[src/rtl/elevator_scheduler.sv]
// SCAN-policy car controller: latches floor calls, tracks position from motor
// step ticks, shapes an accel/decel speed profile and times the door dwell.
module elevator_scheduler #(
    parameter int FLOORS          = 4,
    parameter int STEPS_PER_FLOOR = 200,
    parameter int RAMP_STEPS      = 40,
    parameter int DOOR_CYCLES     = 100000000
) (
    input  logic              clk,
    input  logic              rst_n,
    input  logic [FLOORS-1:0] call_req,
    input  logic              step_tick,
    output logic              motor_start,
    output logic              motor_dir,
    output logic [1:0]        motor_speed,
    output logic [2:0]        cur_floor,
    output logic [FLOORS-1:0] pending,
    output logic              door_open,
    output logic              moving
);
    localparam int SW = $clog2(STEPS_PER_FLOOR);
    localparam int DW = $clog2(DOOR_CYCLES + 1);
    localparam logic [SW-1:0] STEP_LAST = SW'(STEPS_PER_FLOOR - 1);
    localparam logic [SW-1:0] RUN_MAX   = SW'(2 * RAMP_STEPS);
    localparam logic [SW-1:0] RAMP_ONE  = SW'(RAMP_STEPS);
    localparam logic [SW-1:0] DECEL_HI  = SW'(STEPS_PER_FLOOR - RAMP_STEPS);
    localparam logic [SW-1:0] DECEL_LO  = SW'(STEPS_PER_FLOOR - 2 * RAMP_STEPS);
    localparam logic [DW-1:0] DOOR_LAST = DW'(DOOR_CYCLES - 1);
    localparam logic [2:0]    TOP       = 3'(FLOORS - 1);

    typedef enum logic [1:0] {IDLE, MOVE, DOOR} state_t;

    state_t            state_q, state_d;
    logic [2:0]        floor_q, floor_d, nxt;
    logic [FLOORS-1:0] pend_q, pend_d;
    logic              dir_q, dir_d;
    logic [SW-1:0]     step_q, step_d, run_q, run_d;
    logic [DW-1:0]     door_q, door_d;
    logic              start_q, mdir_q, open_q, moving_q;
    logic [1:0]        speed_q;

    function automatic logic bit_at(input logic [FLOORS-1:0] v, input logic [2:0] fl);
        logic hit;
        hit = 1'b0;
        for (int j = 0; j < FLOORS; j++)
            if (j == int'(fl)) hit = v[j];
        return hit;
    endfunction

    function automatic logic [FLOORS-1:0] clr(input logic [FLOORS-1:0] v, input logic [2:0] fl);
        logic [FLOORS-1:0] r;
        r = v;
        for (int j = 0; j < FLOORS; j++)
            if (j == int'(fl)) r[j] = 1'b0;
        return r;
    endfunction

    // Any call strictly above (up=1) or strictly below (up=0) floor fl.
    function automatic logic beyond(input logic [FLOORS-1:0] v, input logic [2:0] fl, input logic up);
        logic hit;
        hit = 1'b0;
        for (int j = 0; j < FLOORS; j++)
            if (up ? (j > int'(fl)) : (j < int'(fl))) hit = hit | v[j];
        return hit;
    endfunction

    function automatic logic stop_next(input logic [FLOORS-1:0] v, input logic [2:0] fl, input logic up);
        logic [2:0] nx;
        nx = up ? fl + 3'd1 : fl - 3'd1;
        return bit_at(v, nx) | ~beyond(v, nx, up) | (nx == 3'd0) | (nx == TOP);
    endfunction

    // Decel bands take priority; the medium decel band never exceeds accel speed.
    function automatic logic [1:0] speed_of(input state_t st, input logic [SW-1:0] step,
                                            input logic [SW-1:0] run, input logic stop);
        logic [1:0] accel;
        if (run < RAMP_ONE)     accel = 2'b01;
        else if (run < RUN_MAX) accel = 2'b10;
        else                    accel = 2'b11;
        if (st != MOVE)                 return 2'b00;
        if (stop && step >= DECEL_HI)   return 2'b01;
        if (stop && step >= DECEL_LO)   return (accel == 2'b01) ? 2'b01 : 2'b10;
        return accel;
    endfunction

    always_comb begin
        state_d = state_q;
        floor_d = floor_q;
        dir_d   = dir_q;
        step_d  = step_q;
        run_d   = run_q;
        door_d  = door_q;
        pend_d  = pend_q | call_req;
        nxt     = dir_q ? floor_q + 3'd1 : floor_q - 3'd1;
        case (state_q)
            IDLE: begin
                if (bit_at(pend_q, floor_q)) begin
                    state_d = DOOR;
                    door_d  = '0;
                    pend_d  = clr(pend_d, floor_q);
                end else if (beyond(pend_q, floor_q, 1'b1) &&
                             (dir_q || !beyond(pend_q, floor_q, 1'b0))) begin
                    state_d = MOVE;
                    dir_d   = 1'b1;
                    step_d  = '0;
                    run_d   = '0;
                end else if (beyond(pend_q, floor_q, 1'b0)) begin
                    state_d = MOVE;
                    dir_d   = 1'b0;
                    step_d  = '0;
                    run_d   = '0;
                end
            end
            MOVE: begin
                if (step_tick) begin
                    step_d = step_q + 1'b1;
                    if (run_q < RUN_MAX) run_d = run_q + 1'b1;
                    if (step_q == STEP_LAST) begin
                        step_d  = '0;
                        floor_d = nxt;
                        if (bit_at(pend_q | call_req, nxt)) begin
                            state_d = DOOR;
                            door_d  = '0;
                            pend_d  = clr(pend_d, nxt);
                        end else if (!beyond(pend_q | call_req, nxt, dir_q)) begin
                            state_d = IDLE;
                        end
                    end
                end
            end
            DOOR: begin
                // A call for the open floor only extends the dwell.
                pend_d = clr(pend_d, floor_q);
                if (bit_at(call_req, floor_q)) door_d = '0;
                else if (door_q == DOOR_LAST)  state_d = IDLE;
                else                           door_d = door_q + 1'b1;
            end
            default: state_d = IDLE;
        endcase
    end

    always_ff @(posedge clk) begin
        if (!rst_n) begin
            state_q  <= IDLE;
            floor_q  <= '0;
            pend_q   <= '0;
            dir_q    <= 1'b1;
            step_q   <= '0;
            run_q    <= '0;
            door_q   <= '0;
            start_q  <= 1'b0;
            mdir_q   <= 1'b0;
            speed_q  <= 2'b00;
            open_q   <= 1'b0;
            moving_q <= 1'b0;
        end else begin
            state_q  <= state_d;
            floor_q  <= floor_d;
            pend_q   <= pend_d;
            dir_q    <= dir_d;
            step_q   <= step_d;
            run_q    <= run_d;
            door_q   <= door_d;
            start_q  <= (state_d == MOVE);
            mdir_q   <= (state_d == MOVE) && dir_d;
            speed_q  <= speed_of(state_d, step_d, run_d, stop_next(pend_d, floor_d, dir_d));
            open_q   <= (state_d == DOOR);
            moving_q <= (state_d == MOVE);
        end
    end

    assign motor_start = start_q;
    assign motor_dir   = mdir_q;
    assign motor_speed = speed_q;
    assign cur_floor   = floor_q;
    assign pending     = pend_q;
    assign door_open   = open_q;
    assign moving      = moving_q;
endmodule

[config.mk]
export PLATFORM = sky130hd
export DESIGN_NAME = elevator_scheduler
export DESIGN_NICKNAME = d
export VERILOG_FILES = /design/src/rtl/elevator_scheduler.sv
export SDC_FILE = /design/constraint.sdc
export NUM_CORES = 1
export LEC_CHECK = 0
export ABC_AREA = 1
export ABC_CLOCK_PERIOD_IN_PS = 2900
export CORE_ASPECT_RATIO = 2
export CORE_UTILIZATION = 56
export CTS_BUF_LIST = sky130_fd_sc_hd__clkbuf_2
export DETAILED_ROUTE_END_ITERATION = 12
export GPL_ROUTABILITY_DRIVEN = 0
export PLACE_DENSITY = 0.78
export SLEW_MARGIN = 10
export SYNTH_ARGS = -nofsm -noshare
export SYNTH_HDL_FRONTEND = slang
export SYNTH_SLANG_ARGS = --single-unit
[constraint.sdc]
create_clock -name clk -period 2.9 [get_ports clk]
set_input_delay 0.29 -clock clk [delete_from_list [all_inputs] [get_ports clk]]
set_output_delay 0.29 -clock clk [all_outputs]
set_load 0.02 [all_outputs]
* After elaboration in Yosys (flattened, before gate mapping)
Index checks and enable logic that the tools add are counted.
** Operators by class
- Add/subtract/negate cells :: 7
- Order comparisons :: 26
- Equal/unequal tests :: 23
- Muxes and demuxes :: 164
- Bitwise gates (word level) :: 19
- Reductions and logical operators :: 13
** Operators with widths (number)
- 2-to-1 mux 27 bit :: 6
- 2-to-1 mux 1 bit :: 116
- case mux 27 bit (3 select lines) :: 1
- 2-to-1 mux 8 bit :: 10
- 2-to-1 mux 2 bit :: 18
- case mux 8 bit (2 select lines) :: 2
- adder 27 x 1 -> 27 bit (second input constant) :: 1
- == test 27 bit (second input constant) :: 1
- == test 3 bit (first input constant) :: 6
- > comparator 2 x 3 -> 1 bit (first input constant) :: 6
- less-than comparator 1 x 3 -> 1 bit (first input constant) :: 6
- less-than comparator 2 x 3 -> 1 bit (first input constant) :: 6
- OR 1 bit :: 17
- adder 8 x 1 -> 8 bit (second input constant) :: 2
- less-than comparator 8 x 7 -> 1 bit (second input constant) :: 2
- 2-to-1 mux 4 bit :: 4
- 2-to-1 mux 3 bit :: 5
- logical NOT 3 bit :: 4
- case mux 4 bit (3 select lines) :: 1
- == test 2 x 3 -> 1 bit (first input constant) :: 3
- > comparator 1 x 3 -> 1 bit (first input constant) :: 3
- == test 8 bit (second input constant) :: 1
- greater-or-equal comparator 8 x 7 -> 1 bit (second input constant) :: 1
- greater-or-equal comparator 8 bit (second input constant) :: 1
- other kinds (18) :: 29
** Word-level totals
- Register bits after elaboration :: 58
- Output and inout port bits :: 13

* Depth between registers and ports, before layout
- Depth after elaboration :: 73
- Depth in mapped cells :: 29
- Depth with buffers taken out :: 28

* Least setup slack after synthesis
Ideal clock, no wire load.
- Path kind :: flip-flop to flip-flop
- Start point :: register floor_q[0] (netlist: cur_floor[0])
- End point :: register speed_q[1] (netlist: motor_speed[1])
- Library setup time :: 115 ps
- Data arrival time :: 2943 ps
- Required time :: 2785 ps
- Path slack :: -158 ps
- Cell stages (with the launch flop) :: 27
- Path buffers :: 1
- Period minus slack after synthesis :: 3058 ps
- Cells stage by stage :: dfxtp_1 > inv_2 > ha_1 > inv_1 > nor2_1 > nand2_1 > nand3_2 > a21oi_4 > nand2_1 > nand2_2 > nand2_2 > buf_6 > inv_1 > nand2_1 > nand2_1 > inv_1 > ha_1 > inv_1 > nand2_1 > nand2_2 > and2_4 > nand3_1 > nand3_1 > nand4_1 > nand2_1 > a21oi_2 > and2_1
** On the way
- Longest elaborated chain between the ends :: 50
- Elaborated cells between the ends (all ways) :: 219
** Ends and longest elaborated chain
- from (decl) :: line 34 : logic [2:0] floor_q, floor_d, nxt;
- from (signal assigned) :: line 158 : floor_q <= floor_d;
- less-than comparator 1 x 3 -> 1 bit :: line 63 : if (up ? (j > int'(fl)) : (j < int'(fl))) hit = hit | v[j];
- 2-to-1 mux 1 bit :: line 63
- 2-to-1 mux 1 bit :: line 101 : end else if (beyond(pend_q, floor_q, 1'b1) &&
- 2-to-1 mux 1 bit :: line 97 : if (bit_at(pend_q, floor_q)) begin
- 2-to-1 mux 1 bit :: line 95 : case (state_q)
- OR 1 bit :: line 63
- 2-to-1 mux 1 bit :: line 63
- 2-to-1 mux 1 bit :: line 101
- (+31 left out)
- OR 1 bit (3 in series) :: line 70 : return bit_at(v, nx) | ~beyond(v, nx, up) | (nx == 3'd0) | (nx == TOP);
- logical AND 1 bit :: line 82 : if (stop && step >= DECEL_LO) return (accel == 2'b01) ? 2'b01 : 2'b10;
- 2-to-1 mux 1 bit (2 in series) :: line 82
- 2-to-1 mux 1 bit :: line 81 : if (stop && step >= DECEL_HI) return 2'b01;
- 2-to-1 mux 1 bit :: line 143 : if (!rst_n) begin
- 2-to-1 mux 2 bit :: line 83 : return accel;
- 2-to-1 mux 2 bit :: line 82
- 2-to-1 mux 2 bit (*) :: line 81
- to (signal assigned) :: line 166 : speed_q <= speed_of(state_d, step_d, run_d, stop_next(pend_d, floor_d, dir_d));
- to (decl) :: line 40 : logic [1:0] speed_q;
Mark *: on every way between the ends. The rest lies on a longest branch, timed or not. The select of a mux whose other input is x is not followed.
A chain may end at the register's enable or synchronous reset.

* Final worst setup path
Ends and elaborated chain as after synthesis.

==> metrics.txt <==
status=complete, but fails checks; failing checks=setup timing; PortBufs=19; final setup fails=2; CORE AREA=6310 µm²; Slew headroom=64.8%; hpwl dp=roughly 7.5 mm; critical path data arrival time=approximately 3400 ps; H-tree levels=3; period utilization=101%; mean post-synth cell area=6.70 µm²; FILL cells=509; worst clock skew=28.7 ps; cell area after synthesis=3690 µm²; vias in the first global route=3,719; Tightest Pin Transition=526 ps; register area share after synthesis=a little under a third; dpl ws=-69.0 ps; final hold violations=0; # rows=41; Hold Path Depth=3; clock latency on the worst-skew pair=560 ps; Syn-to-layout area delta=26.5%; placed cell area=4160 µm²; hold slack=approximately 430 ps; Slew Viols, Final=0; Max Clk Rate=around 340 MHz; critical path launch point type=register; nets=640; clock sinks=just under 60; total vias in the final route=4,006; GRT Overall Usage=between 30% and 40%; Crit. End Element=register; Syn Inst Count=551; Yosys Warn Count=0; design area=4670 µm²; I/O pins=20; total congestion overflow=0; CTS max path bufs=2; total CTS buffers=9; initial antenna violation count=0; vias per cell=5.64; Crit Path Max Fanout=5; Antenna Nets Post-Route=0; clk slew on worst S/H paths=170 ps; Iter 0 DRT Violations=260; Hold Buf Count CTS=0; most frequent cells in the layout=87 x nand2_1, 87 x inv_1, 64 x nor2_1; Wirelength per Cell=~15 µm; Worst Setup Slack, final=-24.0 ps; Tmin final=2920 ps; EDFF count, synth=0; first-pass GRT wire length=~16 mm; Distinct cells, synth=52; share of cells above drive strength 1=25.3%; Max VDD drop=0.321 mV; Die X=59.4 µm; PwrDens=416 nW/µm²; Worst path slowest cell=dfxtp_4; die area=6940 µm²; r2r setup slk=-20 ps; Antenna Diode Count=0; Seq cells post-synth=58; Synth Flop Type=dfxtp_1; critical path's most frequent cell=nand2_2; chip height=117 µm; fin util=74.0%; RSZ-0062 raised after global routing=yes; highest cell delay on the worst timing path=between 400 and 500 ps; CTS tree=built; root buf cell=clkbuf_2; Post-synth ARST share=0%; CP required=3360 ps; max-cap violations=0; drc violations=0; Routed WL=10.7 mm; Mapped Nets=572; drt first pass iters=4; critical-path cell list=buf_6 > ha_4 > nand3_1 > nand3_4 > a21oi_4 > nand2_1 > nand2_2 > nand2_4 > inv_2 > nand2_2 > nand2_4 > inv_4 > ha_4 > inv_1 > nand2_1 > nand2_2 > and2_4 > nand3_2 > nand3_1 > nand4_1 > nand2_2 > a21oi_2 > and2_1; leakage=1.98 nW; Crit Path Class=register to register; min-delay worst type=input port to register; largest net degree at the start of global routing=15; Initial Utilization=58.5%; Reg2Reg Depth=23; setup TNS=-30.5 ps
worst paths after layout:
kind,start,end
worst max register to register,cur_floor[0],motor_speed[1]
worst max-delay path,cur_floor[0],motor_speed[1]
worst min register to register,run_q[1],run_q[1]
worst min-delay path,rst_n,dir_q
logic make-up (layout without fill, tap and decap cells):
family / after synthesis / count (layout) / synth area share [%]
compound gates: 83 / 83 / 13.6
xor+xnor: 7 / 7 / 1.66
fa+ha+maj: 14 / 14 / 4.74
buf+inv: 110 / 183 / 11.9
flops: 58 / 58 / 31.4
simple gates: 279 / 279 / 36.7
worst max-delay path, delay by kind of cell, from the launching register on:
family	cells	cell delay (ps)
AO/OA/AOI/OAI	2	240
adder cells (fa/ha/maj)	2	320
buffers and inverters	4	310
flip-flops	1	420
AND/OR/NAND/NOR	15	1540
synthesized netlist by cell type (2+ instances only):
cell type  number  area, µm²
a211oi_1        2       15.0
a21oi_1        23        115
a21oi_2         3       26.3
a22oi_1         2       15.0
a31oi_1         5       31.3
buf_2           3       15.0
buf_6           2       22.5
clkbuf_1        3       11.3
dfxtp_1        58       1160
ha_1           14        175
inv_1          94        353
inv_2           4       15.0
nand2_1       102        383
nand2_2        10       62.6
nand3_1        41        205
nand3_2         5       50.1
nand3b_1        2       15.0
nand4_1        15       93.8
nor2_1         67        251
nor2_2          5       31.3
nor2_4          2       22.5
nor3_1         12       60.1
nor3_2          5       50.1
nor3b_1         2       15.0
nor4_1          3       18.8
o21a_1          2       15.0
o21ai_0        30        150
o21ai_1         3       15.0
o21ai_2         2       17.5
or2_2           2       12.5
xor2_1          7       61.3
sequential cells by signal (all words and copies together), names as in the netlist:
signal / count
door_q: 27
run_q: 8
step_q: 8
pending: 4
cur_floor: 3
motor_speed: 2
state_q: 2
dir_q: 1
door_open: 1
motor_dir: 1
moving: 1
power by group:
group	leakage [nW]	total, W	switching, W	internal (W)
logic	1.45	0.000631	0.000400	0.000231
clock network	0.0594	0.000421	0.000312	0.000109
registers	0.474	0.000890	0.0000459	0.000844
total	1.98	0.00194	0.000758	0.00118
per-layer routing:
metal  vias up  part of all wire (%)  track usage, %
li1       1924                     -               -
met5         -                     0               0
met4         0                   6.6            22.2
met3        64                   4.9            8.02
met1      1867                    35            27.2
met2       151                    53            56.9
metrics by stage:
stage,power (W),cells
after global routing,0.00205,710
after CTS,0.00188,697
after floorplan,0.00126,551
after global placement,0.00146,676
after detailed placement,0.00147,676
final,0.00194,710
final cells by class:
type | count | area (µm²) | area share (%)
flip-flops and latches | 58 | 1180 | 25.2
inverters | 101 | 397 | 8.49
well taps | 86 | 108 | 2.30
repair buffers | 66 | 558 | 12.0
clock inverters | 6 | 32.5 | 0.697
clock buffers | 10 | 50.0 | 1.07
multi-input cells | 383 | 2350 | 50.3
what timing repair did:
item / 4_1_cts / 5_1_grt
setup endpoints to repair: 2 / 9
resized for setup: 11 / 70
pin swaps: 3 / 32
buffers inserted: 5 / 13
hold endpoints to repair: 0 / 0
Note: power is estimated with default switching activity, not from simulation.
